### src/rtl/gpio_pkg.sv
// Shared definitions for the APB GPIO port: register indices and the arm-counter sizing helper.
package gpio_pkg;

    localparam logic [2:0] REG_IN      = 3'd0;
    localparam logic [2:0] REG_OUT     = 3'd1;
    localparam logic [2:0] REG_OE      = 3'd2;
    localparam logic [2:0] REG_RISE_EN = 3'd3;
    localparam logic [2:0] REG_FALL_EN = 3'd4;
    localparam logic [2:0] REG_STATUS  = 3'd5;
    localparam logic [2:0] REG_IRQ_EN  = 3'd6;
    localparam int         REG_COUNT   = 7;

`ifdef GPIO_DEBOUNCE_EN
    localparam bit DEBOUNCE_ON = 1'b1;
`else
    localparam bit DEBOUNCE_ON = 1'b0;
`endif

    // The arm counter must hold stages+1, so it needs clog2(stages+2) bits.
    function automatic int arm_cnt_w(input int stages);
        return $clog2(stages + 2);
    endfunction

endpackage

### src/rtl/gpio_chan_sync.sv
// One GPIO input channel: synchroniser, optional debounce (GPIO_DEBOUNCE_EN), previous-sample flop
// and gated rise/fall pulses.
module gpio_chan_sync #(
    parameter int SYNC_STAGES = 2
`ifdef GPIO_DEBOUNCE_EN
    , parameter int DEBOUNCE_CYCLES = 4
`endif
) (
    input  logic clk,
    input  logic rst,
    input  logic pin,
    input  logic armed,
    input  logic rise_en,
    input  logic fall_en,
    output logic sync,
    output logic rise,
    output logic fall
);

    logic [SYNC_STAGES-1:0] chain;
    logic                   raw;
    logic                   prev;

    always_ff @(posedge clk or posedge rst) begin
        if (rst) chain <= '0;
        else     chain <= {chain[SYNC_STAGES-2:0], pin};
    end

    assign raw = chain[SYNC_STAGES-1];

`ifdef GPIO_DEBOUNCE_EN
    localparam int CNT_W = $clog2(DEBOUNCE_CYCLES + 1);
    localparam logic [CNT_W-1:0] CNT_LAST = CNT_W'(DEBOUNCE_CYCLES - 1);

    logic [CNT_W-1:0] cnt;
    logic             stable;

    // Count consecutive cycles the raw value disagrees with the accepted one; any agreement restarts.
    always_ff @(posedge clk or posedge rst) begin
        if (rst) begin
            cnt    <= '0;
            stable <= 1'b0;
        end else if (raw == stable) begin
            cnt <= '0;
        end else if (cnt == CNT_LAST) begin
            stable <= raw;
            cnt    <= '0;
        end else begin
            cnt <= cnt + 1'b1;
        end
    end

    assign sync = stable;
`else
    assign sync = raw;
`endif

    always_ff @(posedge clk or posedge rst) begin
        if (rst) prev <= 1'b0;
        else     prev <= sync;
    end

    assign rise = armed & rise_en &  sync & ~prev;
    assign fall = armed & fall_en & ~sync &  prev;

endmodule

### src/rtl/apb_gpio_port.sv
// APB GPIO port: register file, APB decode, sticky W1C edge status and level IRQ.
// Optional input debounce is built when GPIO_DEBOUNCE_EN is defined.
module apb_gpio_port
    import gpio_pkg::*;
#(
    parameter int WIDTH           = 8,
    parameter int ADDR_W          = 5,
    parameter int SYNC_STAGES     = 2,
    parameter int DEBOUNCE_CYCLES = 4
) (
    input  logic              PCLK,
    input  logic              PRESET,
    input  logic              PSEL,
    input  logic [ADDR_W-1:0] PADDR,
    input  logic              PENABLE,
    input  logic              PWRITE,
    input  logic [WIDTH-1:0]  PWDATA,
    output logic [WIDTH-1:0]  PRDATA,
    output logic              PREADY,
    input  logic [WIDTH-1:0]  PIN_IN,
    output logic [WIDTH-1:0]  PIN_OUT,
    output logic [WIDTH-1:0]  PIN_OE,
    output logic              IRQ
);

    // Edges are ignored until the synchroniser (and debounce, if present) has flushed reset values.
    localparam int DB_EXTRA   = DEBOUNCE_ON ? DEBOUNCE_CYCLES : 0;
    localparam int ARM_CYCLES = SYNC_STAGES + 1 + DB_EXTRA;
    localparam int ARM_W      = arm_cnt_w(SYNC_STAGES + DB_EXTRA);
    localparam logic [ARM_W-1:0] ARM_DONE = ARM_W'(ARM_CYCLES);

    logic [WIDTH-1:0] out_r, oe_r, rise_en_r, fall_en_r, status_r, irq_en_r;
    logic [WIDTH-1:0] sync_v, rise_v, fall_v, w1c, rd_data;
    logic [ARM_W-1:0] arm_cnt;
    logic             armed;
    logic [2:0]       idx;
    logic             hit, wr, rd;

    // APB handshake: PSEL&~PENABLE is a side-effect-free setup phase; PSEL&PENABLE is the access phase,
    // which always completes in one cycle (PREADY tied high). Writes commit on that edge; reads are
    // combinational while it lasts.
    assign PREADY = 1'b1;
    assign idx    = PADDR[2:0];
    assign hit    = ((PADDR >> 3) == '0) && (int'(idx) < REG_COUNT);
    assign wr     = PSEL & PENABLE &  PWRITE & hit;
    assign rd     = PSEL & PENABLE & ~PWRITE & hit;

    for (genvar i = 0; i < WIDTH; i++) begin : g_chan
        gpio_chan_sync #(
            .SYNC_STAGES    (SYNC_STAGES)
`ifdef GPIO_DEBOUNCE_EN
            , .DEBOUNCE_CYCLES(DEBOUNCE_CYCLES)
`endif
        ) u_chan (
            .clk     (PCLK),
            .rst     (PRESET),
            .pin     (PIN_IN[i]),
            .armed   (armed),
            .rise_en (rise_en_r[i]),
            .fall_en (fall_en_r[i]),
            .sync    (sync_v[i]),
            .rise    (rise_v[i]),
            .fall    (fall_v[i])
        );
    end

    assign armed = (arm_cnt == ARM_DONE);

    always_ff @(posedge PCLK or posedge PRESET) begin
        if (PRESET)      arm_cnt <= '0;
        else if (!armed) arm_cnt <= arm_cnt + 1'b1;
    end

    assign w1c = (wr && idx == REG_STATUS) ? PWDATA : '0;

    always_ff @(posedge PCLK or posedge PRESET) begin
        if (PRESET) begin
            out_r     <= '0;
            oe_r      <= '0;
            rise_en_r <= '0;
            fall_en_r <= '0;
            status_r  <= '0;
            irq_en_r  <= '0;
            IRQ       <= 1'b0;
        end else begin
            if (wr) begin
                case (idx)
                    REG_OUT:     out_r     <= PWDATA;
                    REG_OE:      oe_r      <= PWDATA;
                    REG_RISE_EN: rise_en_r <= PWDATA;
                    REG_FALL_EN: fall_en_r <= PWDATA;
                    REG_IRQ_EN:  irq_en_r  <= PWDATA;
                    default:     ;
                endcase
            end
            // A new edge in the same cycle as its clear keeps the bit set.
            status_r <= (status_r & ~w1c) | rise_v | fall_v;
            IRQ      <= |(status_r & irq_en_r);
        end
    end

    always_comb begin
        rd_data = '0;
        case (idx)
            REG_IN:      rd_data = sync_v;
            REG_OUT:     rd_data = out_r;
            REG_OE:      rd_data = oe_r;
            REG_RISE_EN: rd_data = rise_en_r;
            REG_FALL_EN: rd_data = fall_en_r;
            REG_STATUS:  rd_data = status_r;
            REG_IRQ_EN:  rd_data = irq_en_r;
            default:     rd_data = '0;
        endcase
    end

    assign PRDATA  = (rd && !PRESET) ? rd_data : '0;
    assign PIN_OUT = out_r;
    assign PIN_OE  = oe_r;

endmodule

### config.mk
export PLATFORM = sky130hd
export DESIGN_NAME = apb_gpio_port
export DESIGN_NICKNAME = d
export VERILOG_FILES = /design/src/rtl/gpio_pkg.sv /design/src/rtl/gpio_chan_sync.sv /design/src/rtl/apb_gpio_port.sv
export SDC_FILE = /design/constraint.sdc
export NUM_CORES = 1
export LEC_CHECK = 0
export ABC_CLOCK_PERIOD_IN_PS = 3200
export CAP_MARGIN = 40
export CORE_UTILIZATION = 40
export DETAILED_ROUTE_END_ITERATION = 16
export SLEW_MARGIN = 25
export SYNTH_ARGS = -nofsm -noshare
export SYNTH_HDL_FRONTEND = slang
export SYNTH_SLANG_ARGS = --single-unit
export TNS_END_PERCENT = 50
### constraint.sdc
create_clock -name PCLK -period 3.2 [get_ports PCLK]
set_clock_uncertainty 0.15 [all_clocks]
set_input_delay 0.32 -clock PCLK [delete_from_list [all_inputs] [get_ports PCLK]]
set_output_delay 0.32 -clock PCLK [all_outputs]
set_load 0.005 [all_outputs]
# After elaboration in Yosys (flattened, before gate mapping)
# Index checks and enable logic that the tools add are counted.
[totals] register_bits=75 latch_bits=0 ram_bits=0 rom_bits=0 output_inout_bits=26 wordCells=123 mem_count=0
[classes] addsub=1 mul=0 n_div=0 magnitude_cmp=1 n_eq_ne=7 n_shift=0 muxes=3 bitwise=75 reduce_logical=12
[ops] operator="$pmux 8 s7" n=1
[ops] operator="$and 1x1->1" n=53
[ops] operator="$not 1->1" n=17
[ops] operator="$and 8x8->8" n=2
[ops] operator="$mux 8" n=2
[ops] operator="$or 8x8->8" n=2
[ops] operator="$reduce_and 2->1" n=5
[ops] operator="$eq 3x3->1 const B" n=3
[ops] operator="$not 8->8" n=1
[ops] operator="$reduce_or 8->1" n=1
[ops] operator="$eq 3x2->1 const B" n=2
[ops] operator="$logic_not 5->1" n=1
[ops] operator="$eq 3x1->1 const B" n=1
[ops] operator="$logic_and 1x1->1" n=3
[ops] operator="$logic_not 3->1" n=1
[ops] operator="$lt 3x3->1 const B" n=1
[ops] operator="$add 2x1->2 const B" n=1
[ops] operator="$eq 2x2->1 const B" n=1
[ops] operator="$logic_not 1->1" n=1

# Depth between registers and ports, before layout
# Gate-level depths: netlist of run 1.
[logic_depth] depth_word=9 mapped_depth=5

# Modules after synthesis
# A second synthesis of run 1 with hierarchy kept.
[hier_totals] hier_cells=262 area_unflattened_um2=3369.5
[by_module_without_submodules] module="apb_gpio_port" n_inst=1 cells_each=214 area_per_inst_um2=2578.7
[by_module_without_submodules] module="gpio_chan_sync" n_inst=8 cells_each=6 area_per_inst_um2=98.8

# Worst setup path before layout of run 1
# Ideal clock, no wire load.
[synth_path] path_kind="input to register" from="in PADDR[3]" to="reg fall_en_r[0]" t_arrival_ns=1.562 setup_slack_ns=1.363 cell_stages=5 cell_sequence="nand4bb_1 buf_6 or4_4 buf_6 mux2_4"
[synth_via] elab_chain_len=4
[synth_rtl] item="from (decl)" line_no="apb_gpio_port.sv:14" source="input logic [ADDR_W-1:0] PADDR,"
[synth_rtl] item="$logic_not 5->1" line_no="apb_gpio_port.sv:44" source="assign hit = ((PADDR >> 3) == '0) && (int'(idx) < REG_COUNT);"
[synth_rtl] item="$logic_and 1x1->1" line_no="apb_gpio_port.sv:44"
[synth_rtl] item="$and 1x1->1" line_no="apb_gpio_port.sv:45" source="assign wr = PSEL & PENABLE & PWRITE & hit;"
[synth_rtl] item="$reduce_and 2->1 (no source line)"
[synth_rtl] item="to (signal assigned)" line_no="apb_gpio_port.sv:81" source="fall_en_r <= '0;"
[synth_rtl] item="to (signal assigned)" line_no="apb_gpio_port.sv:91" source="REG_FALL_EN: fall_en_r <= PWDATA;"
[synth_rtl] item="to (decl)" line_no="apb_gpio_port.sv:32" source="logic [WIDTH-1:0] out_r, oe_r, rise_en_r, fall_en_r, status_r, irq_en_r;"
# No other way between the ends.
# A chain may end at the register's enable or synchronous reset.

# Worst setup path in the final report of run 1
[layout_path] from="in PADDR[0]" to="out PRDATA[1]"
[layout_via] elab_chain_len=5 word_cells_on_any_way=13 classes_between="order compare (1); eq/ne (6); mux (2); bitwise (1); reduce/logical (3)"
[layout_rtl] item="$lt 3x3->1" line_no="apb_gpio_port.sv:44"
[layout_rtl] item="$logic_and 1x1->1" line_no="apb_gpio_port.sv:44"
[layout_rtl] item="$and 1x1->1" line_no="apb_gpio_port.sv:46" source="assign rd = PSEL & PENABLE & ~PWRITE & hit;"
[layout_rtl] item="$logic_and 1x1->1" line_no="apb_gpio_port.sv:116" source="assign PRDATA = (rd && !PRESET) ? rd_data : '0;"
[layout_rtl] item="$mux 8 *" line_no="apb_gpio_port.sv:116"
[layout_rtl] item="to (decl)" line_no="apb_gpio_port.sv:18" source="output logic [WIDTH-1:0] PRDATA,"
# Every way passes the cells marked *; elsewhere a longest branch is shown, timed or not.

==> metrics.md, run 1 <==
| Metric | Value |
|---|---|
| Crit path time final | `between 2 and 3 ns` |
| # IOs | `52` |
| Initial core utilization | `41.6%` |
| Slew HR | `50.1%` |
| Worst-Skew Late Latency | `0.35 ns` |
| MaxCap Viol Count | `0` |
| ANT cells | `0` |
| Sequential area share after synthesis | `54.6%` |
| Synthesis-to-layout area growth | `25.3%` |
| Unrepaired setup endpoints after global routing | `no` |
| Post-synth top cells | `dfrtp_1 (75), mux2_2 (34), mux2i_1 (15), inv_1 (11), nand2_1 (10)` |
| Area share of the largest cell type after synthesis | `54.6%` |
| Switch share | `23.4%` |
| Net Sw Power | `~0.54 mW` |
| Post-route cell area | `0.00431 sq mm` |
| Core area | `0.00826 sq mm` |
| Worst VDD drop | `0.265 mV` |
| PnR worst setup slack | `0.314 ns` |
| Final WL | `8.07 mm` |
| Avg Cell Area, Syn | `13.0 sq um` |
| Global placer's final weighted congestion | `0.747` |
| Worst Setup SP | `PADDR[0]` |
| DIE HEIGHT | `94.7 um` |
| Layout cells sized above 1 | `24.3%` |
| DRT antenna net count | `0` |
| #FFs+latches synth | `between 70 and 80` |
| Cell chain of the critical path | `clkdlybuf4s50_1 > buf_4 > a21oi_1 > a211o_1 > a31oi_1 > clkdlybuf4s50_1` |
| H-tree depth | `3` |
| Mapped Area | `approximately 0.0034 sq mm` |
| Clk slew on worst S/H paths | `around 0.08 ns` |
| Area contributors post-synth | `dfrtp_1 (55%), mux2_2 (11%), mux2i_1 (4.4%)` |
| CP Class | `input pin to output pin` |
| Die Area | `between 0.008 and 0.009 sq mm` |
| Post-DP HPWL | `approximately 5.3 mm` |
| Total Power | `2.32 mW` |
| CP required | `2.73 ns` |
| R2r startpoint | `arm_cnt[0]$_DFFE_PP0P_` |
| Worst Tran Pin Value | `0.746 ns` |
| Area post-placement | `between 0.004 and 0.005 sq mm` |
| Post-Synthesis Cells | `264` |
| Pre-CTS setup slack | `0.346 ns` |
| Cell Count, Final, Fillers Out | `426` |
| GRT Resource Usage Total | `19.8%` |
| First-pass GRT wire length | `~13 mm` |
| Fin Setup TNS | `0 ns` |
| CTS tree | `yes` |
| Synthesized Nets | `291` |
| CTS root buf | `clkbuf_8` |
| Type of the most critical hold path | `register to register` |
| WP buf/inv | `3` |
| Critical path startpoint category | `input pin` |
| Resize count post-CTS | `0` |
| Vias in the first global route | `2270` |
| Asr flop ratio synth | `100%` |
| Slew Limit Fails | `0` |
| Combinational share of power | `13.9%` |
| Crit-path most repeated cell | `clkdlybuf4s50_1` |
| Syn. warnings | `0` |
| Final Net Count | `343` |
| Worst-path maximum fanout | `22` |
| Grt ovf | `0` |
| Max stage delay on crit path | `between 0.6 and 0.7 ns` |
| Top Family by Delay on Critical Path | `buffers and inverters` |
| Clock buffer count from CTS | `9` |
| Die X | `94.7 um` |
| CP endpoint kind | `output pin` |
| Clk pwr share | `37.8%` |
| Vias per inst | `5.45` |
| Fmax | `~350 MHz` |
| Port buffer count | `50` |
| Endpoints failing setup | `0` |
| Iter 0 DRT Violations | `roughly 110` |
| Largest net degree at the start of global routing | `47` |
| Drt pass-1 iters | `4` |
| Hold wc startpoint | `g_chan[5].u_chan.chain[0]$_DFF_PP0_` |
| Status | `completed` |
| Netlist cell types | `a little under 50` |
| Initial antenna violation count | `0` |
| Pwr/cell area | `538 mW/mm^2` |
| Leak pwr | `1.91 nW` |
| CTS Sinks | `75` |
| Via Count | `2321` |
| Slowest CP cell | `clkdlybuf4s50_1` |
| Core Rows | `33` |
| Finished Core Util | `52.2%` |
| Most frequent cell after synthesis | `dfrtp_1` |
| Post-synth top flop | `dfrtp_1` |
| Post-DR wirelength/cell | `18.9 um` |
| Hold buffers post-CTS | `0` |
| Period utilization | `about 90%` |
| Seq pwr share | `48.3%` |
| Final Hold Viols | `0` |
| DP Cell Count | `410` |
| Worst Hold Margin | `approximately 0.20 ns` |
| Post-synth EDFFs | `0` |
| Maximum root-to-sink buffer count | `2` |
| CP arrival | `between 2 and 2.5 ns` |
| Setup Buffers After CTS | `0` |
| Pint | `1.78 mW` |
| DR DRC count | `0` |
| Synth area leader | `dfrtp_1` |
-- cell families after synthesis --
logic type / share of synthesized area (%)
DFF: 54.6
other: 0.109
and+or+nand+nor: 8.81
muxes: 19.7
adders and majority gates: 0.364
buffers and inverters: 3.78
AOI/OAI and AO/OA: 12.4
xor gates and xnor gates: 0.255
-- per-layer routing --
metal	part of all wire [%]	up-vias	global-route usage (%)
met2	45	65	28.2
met3	4.2	14	3.30
met5	0	-	0
met1	49	1158	29.0
met4	2.3	0	9.85
li1	-	1084	-
-- placed cells by master (no fill, tap or decap), drive strengths merged, types with 2 or more instances in the layout --
cell,netlist,final
nor2,2,2
a22oi,4,4
mux2,42,42
o221a,2,2
bufinv,0,3
mux2i,15,15
a31oi,2,2
nand4,2,2
clkinv,0,2
nor2b,2,2
nand4b,2,2
nand3,3,3
a21oi,7,7
clkbuf,5,11
buf,10,6
o32a,2,2
dfrtp,75,75
nor3,2,2
nand2,10,10
a21boi,2,2
a32oi,2,2
clkdlybuf4s50,0,50
o22a,2,2
a211o,5,5
a21o,8,8
o31a,8,8
nand3b,7,7
a221oi,2,2
inv,12,12
and4b,2,2
nand2b,6,6
o21ai,7,7
-- power by group through the flow --
stage               Sequential (mW)  Clock, mW  Combinational, mW
CTS                            1.12      0.902              0.325
detailed placement             1.14          0              0.322
finish                         1.12      0.877              0.322
global placement               1.14          0              0.316
global route                   1.13      0.939              0.355
floorplan                      1.11          0              0.200
-- area by class of cell --
type	instances	area, sq um
flip-flops and latches	75	1880
well taps	105	131
inverters	12	45.0
fillers	732	3950
multi-input cells	162	1430
clock buffers	11	141
repair buffers	56	583
clock inverters	5	100
-- final timing paths --
kind | to | slack, ns | cells past startpoint
worst min register to register | g_chan[5].u_chan.chain[1]$_DFF_PP0_ | 0.20 | 0
worst min-delay path | g_chan[5].u_chan.chain[1]$_DFF_PP0_ | 0.20 | 0
max in group asynchronous | g_chan[7].u_chan.chain[1]$_DFF_PP0_ | 1.94 | 3
worst max register to register | arm_cnt[1]$_DFFE_PP0P_ | 1.69 | 2
worst max-delay path | PRDATA[1] | 0.31 | 6
min in group asynchronous | PIN_OUT[6]$_DFFE_PP0P_ | 0.27 | 2
-- flip-flops by register name, indices dropped and copies added (netlist names) --
name	count
rise_en_r	8
arm_cnt	2
PIN_OE	8
g_chan.u_chan.prev	8
irq_en_r	8
PIN_OUT	8
fall_en_r	8
status_r	8
g_chan.u_chan.chain	16
IRQ	1
Note: power is estimated with default switching activity, not from simulation.
==> inputs of run 2 (changes only) <==
Settings changed: CORE_UTILIZATION 40 to 54, PLACE_DENSITY set to 0.8.
==> run 2 against run 1 <==
- total power down 2.2%
- sequential cell count unchanged
- first-iteration DRC count up 110%
- setup slack better by 0.086 ns
- die area down 25%
- global-route usage up 6.2 points
- utilization up 19 points
- largest power group unchanged
- highest routed layer unchanged
==> metrics.md, run 2 (synthesized netlist as in run 1, its figures left out) <==
| Metric | Value |
|---|---|
| CP Class | `input pin to output pin (unchanged)` |
| Status | `completed (unchanged)` |
| CP endpoint kind | `output pin (unchanged)` |
| Combinational share of power | `14.3% (was 13.9%)` |
| Via Count | `2361 (was 2321)` |
| Setup Buffers After CTS | `0 (unchanged)` |
| Core Rows | `28 (was 33)` |
| Endpoints failing setup | `0 (unchanged)` |
| Port buffer count | `50 (unchanged)` |
| CTS Sinks | `75 (unchanged)` |
| CTS tree | `yes (unchanged)` |
| Layout cells sized above 1 | `24.5% (was 24.3%)` |
| Slew HR | `51.3% (was 50.1%)` |
| Switch share | `24.1% (was 23.4%)` |
| Grt ovf | `0 (unchanged)` |
| Final Net Count | `344 (was 343)` |
| GRT met2 Usage | `39.9% (was 28.2%)` |
| Die Area | `0.00669 sq mm (was 0.00897 sq mm)` |
| Drt pass-1 iters | `4 (unchanged)` |
| Clk slew on worst S/H paths | `0.07 ns (was 0.08 ns)` |
| Final Hold Viols | `0 (unchanged)` |
| Pwr/cell area | `530 mW/mm^2 (was 538 mW/mm^2)` |
| Worst-Skew Late Latency | `0.35 ns (about the same)` |
| Period utilization | `87.5% (was 90.2%)` |
| Pint | `1.72 mW (was 1.78 mW)` |
| Worst Tran Pin Value | `0.728 ns (was 0.746 ns)` |
| DIE HEIGHT | `81.8 um (was 94.7 um)` |
| CP arrival | `2.33 ns (was 2.42 ns)` |
| Worst Hold Margin | `0.200 ns (was 0.195 ns)` |
| Post-DP HPWL | `5.18 mm (was 5.30 mm)` |
| Core area | `0.00603 sq mm (was 0.00826 sq mm)` |
| Vias per inst | `5.95 (was 5.45)` |
| Die X | `81.8 um (was 94.7 um)` |
| Most Crowded Layer GR | `met2 (was met1)` |
| # IOs | `52 (unchanged)` |
| Most flop-heavy register | `g_chan.u_chan.chain (unchanged)` |
| H-tree depth | `3 (unchanged)` |
| Hold buffers post-CTS | `0 (unchanged)` |
| CTS root buf | `clkbuf_8 (unchanged)` |
| Fmax | `357 MHz (was 346 MHz)` |
| Fin Setup TNS | `0 ns (unchanged)` |
| Worst-path maximum fanout | `33 (was 22)` |
| Final WL | `7.83 mm (was 8.07 mm)` |
| CP required | `2.73 ns (about the same)` |
| Clk pwr share | `36.4% (was 37.8%)` |
| DRT antenna net count | `0 (unchanged)` |
| Worst VDD drop | `0.375 mV (was 0.265 mV)` |
| Clock buffer count from CTS | `9 (unchanged)` |
| Leak pwr | `1.91 nW (about the same)` |
| Net Sw Power | `0.546 mW (was 0.542 mW)` |
| ANT cells | `0 (unchanged)` |
| DR DRC count | `0 (unchanged)` |
| Commonest cells after routing, fill and taps aside | `dfrtp_1 (75), clkdlybuf4s50_1 (50), mux2_2 (34) (unchanged)` |
| Iter 0 DRT Violations | `236 (was 113)` |
| Initial antenna violation count | `0 (unchanged)` |
| Type of the most critical hold path | `register to register (unchanged)` |
| First-pass GRT wire length | `12.4 mm (was 12.7 mm)` |
| Initial core utilization | `57.1% (was 41.6%)` |
| Maximum root-to-sink buffer count | `2 (unchanged)` |
| Grt met3 use | `4.33% (was 3.30%)` |
| Unrepaired setup endpoints after global routing | `no (unchanged)` |
| Resize count post-CTS | `0 (unchanged)` |
| Synthesis-to-layout area growth | `24.4% (was 25.3%)` |
| Seq pwr share | `49.3% (was 48.3%)` |
| Largest net degree at the start of global routing | `47 (unchanged)` |
| Slew Limit Fails | `0 (unchanged)` |
| Number of flip-flops in the largest register | `16 (unchanged)` |
| MaxCap Viol Count | `0 (unchanged)` |
| Post-DR wirelength/cell | `19.7 um (was 18.9 um)` |
| Crit path time final | `2.80 ns (was 2.89 ns)` |
| Vias in the first global route | `2382 (was 2270)` |
| GRT Resource Usage Total | `26.0% (was 19.8%)` |
| Most common cell after layout, fill and taps aside | `dfrtp_1 (unchanged)` |
| Global placer's final weighted congestion | `0.815 (was 0.747)` |
| Routing usage on met1 | `36.1% (was 29.0%)` |
| Critical path startpoint category | `input pin (unchanged)` |
-- run 2: changes by cell type in the layout (fill, tap and decap cells not counted) --
cell	change
buf_12	+1
bufinv_16	-1
clkbuf_8	+1
clkinv_2	-1
clkinvlp_4	+1
-- run 2: path summary, 6_finish.rpt --
| path | startpoint | to | slack [ns] | cells after the start |
|---|---|---|---|---|
| hold reg to reg | g_chan[2].u_chan.chain[0]$_DFF_PP0_ | g_chan[2].u_chan.chain[1]$_DFF_PP0_ | 0.20 | 0 |
| max in group asynchronous | PRESET | g_chan[1].u_chan.prev$_DFF_PP0_ | 1.95 | 3 |
| setup / recovery | PADDR[2] | PRDATA[7] | 0.40 | 6 |
| min in group asynchronous | PRESET | PIN_OUT[6]$_DFFE_PP0P_ | 0.26 | 2 |
| hold / removal | g_chan[2].u_chan.chain[0]$_DFF_PP0_ | g_chan[2].u_chan.chain[1]$_DFF_PP0_ | 0.20 | 0 |
| setup reg to reg | arm_cnt[0]$_DFFE_PP0P_ | arm_cnt[1]$_DFFE_PP0P_ | 1.69 | 2 |
-- run 2: area by class of cell --
type / count / area, sq um
sequential: 75 / 1880
fill: 434 / 1750
multi-input combinational: 162 / 1430
timing repair buffer: 57 / 603
clock buffer: 12 / 155
tap: 75 / 93.8
clock inverter: 4 / 72.6
inverter: 12 / 45.0
-- run 2: power groups by stage --
| stage | combinational [mW] | clock, mW | sequential [mW] |
|---|---|---|---|
| 2_1_floorplan | 0.200 | 0 | 1.11 |
| 3_3_place_gp | 0.317 | 0 | 1.13 |
| 6_report | 0.325 | 0.825 | 1.12 |
| 5_1_grt | 0.357 | 0.881 | 1.13 |
| 4_1_cts | 0.328 | 0.836 | 1.12 |
| 3_5_place_dp | 0.326 | 0 | 1.13 |
-- run 2: layer usage --
| layer | routed length [um] | up-vias |
|---|---|---|
| li1 | - | 1078 |
| met1 | 3480 | 1190 |
| met2 | 3670 | 79 |
| met3 | 519 | 14 |
| met4 | 156 | 0 |
| met5 | 0 | - |
-- run 2: critical path, stage by stage --
cell and delay [ns]:
clkdlybuf4s50_1 0.45, buf_12 0.19, nand2b_1 0.24, o221a_2 0.31
nor3_1 0.26, clkdlybuf4s50_1 0.56
-- run 2: per-stage QoR --
step / total power [mW] / util (%) / area [sq um] / instances / setup WS (ns)
global placement: 1.45 / 67.2 / 4050 / 381 / 0.474
global route: 2.37 / 71.0 / 4280 / 397 / 0.320
floorplan: 1.31 / - / 3440 / 264 / 0.820
finish: 2.27 / 71.0 / 4280 / 397 / 0.400
detailed placement: 1.46 / 67.2 / 4050 / 381 / 0.432
CTS: 2.28 / 71.0 / 4280 / 397 / 0.417
==> inputs of run 3 (changes only) <==
Settings changed: REMOVE_ABC_BUFFERS set to 1.
==> run 3 against run 2 <==
- register-to-register slack is essentially flat
- sequential share of layout area increased by 0.34 points
- fmax grew 2.4%
- combinational power hardly changed
- routed wire length decreased by 0.73%
- via count increased by 1.8%
- critical path type unchanged
- global-route usage is essentially flat
==> metrics.md, run 3 (synthesized netlist as in run 1, its figures left out) <==
| Metric | Value |
|---|---|
| Status | `completed (unchanged)` |
| MaxCap Viol Count | `0 (unchanged)` |
| Combinational share of power | `15.4% (was 14.3%)` |
| Hold Crit Depth | `0 (unchanged)` |
| Pwr/cell area | `496 mW/mm^2 (was 530 mW/mm^2)` |
| Die Area | `0.00669 sq mm (unchanged)` |
| Final Hold Viols | `0 (unchanged)` |
| Seq pwr share | `53.4% (was 49.3%)` |
| Core area | `0.00603 sq mm (unchanged)` |
| Slew HR | `62.3% (was 51.3%)` |
| CTS root buf | `clkbuf_8 (unchanged)` |
| ANT cells | `0 (unchanged)` |
| DP Cell Count | `387 (was 381)` |
| Drt pass-1 iters | `4 (unchanged)` |
| Number of flip-flops in the largest register | `16 (unchanged)` |
| Type of the most critical hold path | `register to register (unchanged)` |
| Core Rows | `28 (unchanged)` |
| Hold buffers post-CTS | `0 (unchanged)` |
| Slew Limit Fails | `0 (unchanged)` |
| CTS Sinks | `75 (unchanged)` |
| Clk slew on worst S/H paths | `0.08 ns (was 0.07 ns)` |
| Vias in the first global route | `2348 (was 2382)` |
| Post-route cell area | `0.00425 sq mm (was 0.00428 sq mm)` |
| Final WL | `7.77 mm (was 7.83 mm)` |
| DR DRC count | `0 (unchanged)` |
| Hold wc startpoint | `g_chan[4].u_chan.chain[0]$_DFF_PP0_ (was g_chan[2].u_chan.chain[0]$_DFF_PP0_)` |
| Setup Buffers After CTS | `0 (unchanged)` |
| CP arrival | `2.26 ns (was 2.33 ns)` |
| Worst Tran Pin Value | `0.566 ns (was 0.728 ns)` |
| Clk pwr share | `31.2% (was 36.4%)` |
| Net Sw Power | `0.578 mW (was 0.546 mW)` |
| Worst Setup SP | `PADDR[2] (unchanged)` |
| Most flop-heavy register | `g_chan.u_chan.chain (unchanged)` |
| Fin Setup TNS | `0 ns (unchanged)` |
| Most common cell after layout, fill and taps aside | `dfrtp_1 (unchanged)` |
| Commonest cells after routing, fill and taps aside | `dfrtp_1 (75), clkdlybuf4s50_1 (50), mux2_2 (34) (unchanged)` |
| Fmax | `366 MHz (was 357 MHz)` |
| GRT Resource Usage Total | `26.0% (about the same)` |
| Initial antenna violation count | `0 (unchanged)` |
| DRT antenna net count | `0 (unchanged)` |
| CP required | `2.73 ns (about the same)` |
| Via Count | `2404 (was 2361)` |
| # IOs | `52 (unchanged)` |
| Worst-path maximum fanout | `33 (unchanged)` |
| Iter 0 DRT Violations | `179 (was 236)` |
| R2r startpoint | `arm_cnt[0]$_DFFE_PP0P_ (unchanged)` |
| Initial core utilization | `57.1% (unchanged)` |
| Worst-Skew Late Latency | `0.36 ns (was 0.35 ns)` |
| Crit path time final | `2.73 ns (was 2.80 ns)` |
| CP Class | `input pin to output pin (unchanged)` |
| Hold EP | `g_chan[4].u_chan.chain[1]$_DFF_PP0_ (was g_chan[2].u_chan.chain[1]$_DFF_PP0_)` |
| Unrepaired setup endpoints after global routing | `no (unchanged)` |
| Cell Count, Final, Fillers Out | `403 (was 397)` |
| Post-DR wirelength/cell | `19.3 um (was 19.7 um)` |
| Filler cells | `439 (was 434)` |
| Die X | `81.8 um (unchanged)` |
| Worst reg2reg path depth | `2 (unchanged)` |
| Grt ovf | `0 (unchanged)` |
| Leak pwr | `1.90 nW (was 1.91 nW)` |
| CTS tree | `yes (unchanged)` |
| Finished Core Util | `70.5% (was 71.0%)` |
| Critical register-to-register path endpoint | `arm_cnt[1]$_DFFE_PP0P_ (unchanged)` |
| Resize count post-CTS | `0 (unchanged)` |
| Critical path startpoint category | `input pin (unchanged)` |
| Pint | `1.53 mW (was 1.72 mW)` |
| Global placer's final weighted congestion | `0.847 (was 0.815)` |
| Maximum root-to-sink buffer count | `2 (unchanged)` |
| Clock buffer count from CTS | `9 (unchanged)` |
| DIE HEIGHT | `81.8 um (unchanged)` |
| Port buffer count | `50 (unchanged)` |
| Layout cells sized above 1 | `26.2% (was 24.5%)` |
| CP endpoint kind | `output pin (unchanged)` |
| Endpoints failing setup | `0 (unchanged)` |
| Switch share | `27.5% (was 24.1%)` |
| Period utilization | `85.4% (was 87.5%)` |
| Post-DP HPWL | `5.38 mm (was 5.18 mm)` |
| Worst VDD drop | `0.328 mV (was 0.375 mV)` |
| Largest net degree at the start of global routing | `34 (was 47)` |
| Worst Hold Margin | `0.190 ns (was 0.200 ns)` |
| H-tree depth | `3 (unchanged)` |
| Final Net Count | `350 (was 344)` |
| Reg2reg setup slack | `1.70 ns (was 1.69 ns)` |
| Synthesis-to-layout area growth | `23.5% (was 24.4%)` |
| Vias per inst | `5.97 (was 5.95)` |
| First-pass GRT wire length | `12.3 mm (was 12.4 mm)` |
| Area post-placement | `0.00407 sq mm (was 0.00405 sq mm)` |
-- run 3: worst max-delay path, cell delays in order --
cell,delay (ns)
clkdlybuf4s50_1,0.45
buf_12,0.18
nand2b_1,0.21
o221a_2,0.26
a211oi_1,0.26
clkdlybuf4s50_1,0.56
-- run 3: per-layer routing --
metal  share of wire [%]  up-vias  GRT usage (%)
li1                    -     1098              -
met1                  44     1218           34.8
met2                  47       77           41.2
met3                 7.4       11           7.33
met4                 1.6        0           7.37
met5                   0        -              0
-- run 3: cell type report --
type	instances	area (sq um)	share of cell area (%)
clock buffer	9	124	2.92
clock inverter	7	51.3	1.21
inverter	12	45.0	1.06
multi-input combinational	162	1430	33.7
sequential	75	1880	44.2
tap	75	93.8	2.21
timing repair buffer	63	623	14.7
-- run 3: metrics by stage --
step	setup slack, ns	total power [mW]
6_report	0.466	2.10
5_1_grt	0.377	2.20
4_1_cts	0.471	2.11
3_5_place_dp	0.472	1.46
3_3_place_gp	0.488	1.45
2_1_floorplan	0.820	1.29
-- run 3: worst max path at each step --
stage	depth (start not counted)	slack, ns	end
after detailed placement	6	0.47	PRDATA[5]
after global routing	6	0.38	PRDATA[3]
after CTS	6	0.47	PRDATA[5]
final	6	0.47	PRDATA[5]
after floorplan	1	0.82	IRQ$_DFF_PP0_
after global placement	6	0.49	PRDATA[1]
-- run 3: power by group through the flow --
| stage | registers, mW | clock network (mW) | logic [mW] |
|---|---|---|---|
| 2_1_floorplan | 1.11 | 0 | 0.183 |
| 3_3_place_gp | 1.13 | 0 | 0.317 |
| 3_5_place_dp | 1.14 | 0 | 0.324 |
| 4_1_cts | 1.12 | 0.668 | 0.326 |
| 5_1_grt | 1.13 | 0.710 | 0.353 |
| 6_report | 1.12 | 0.656 | 0.324 |
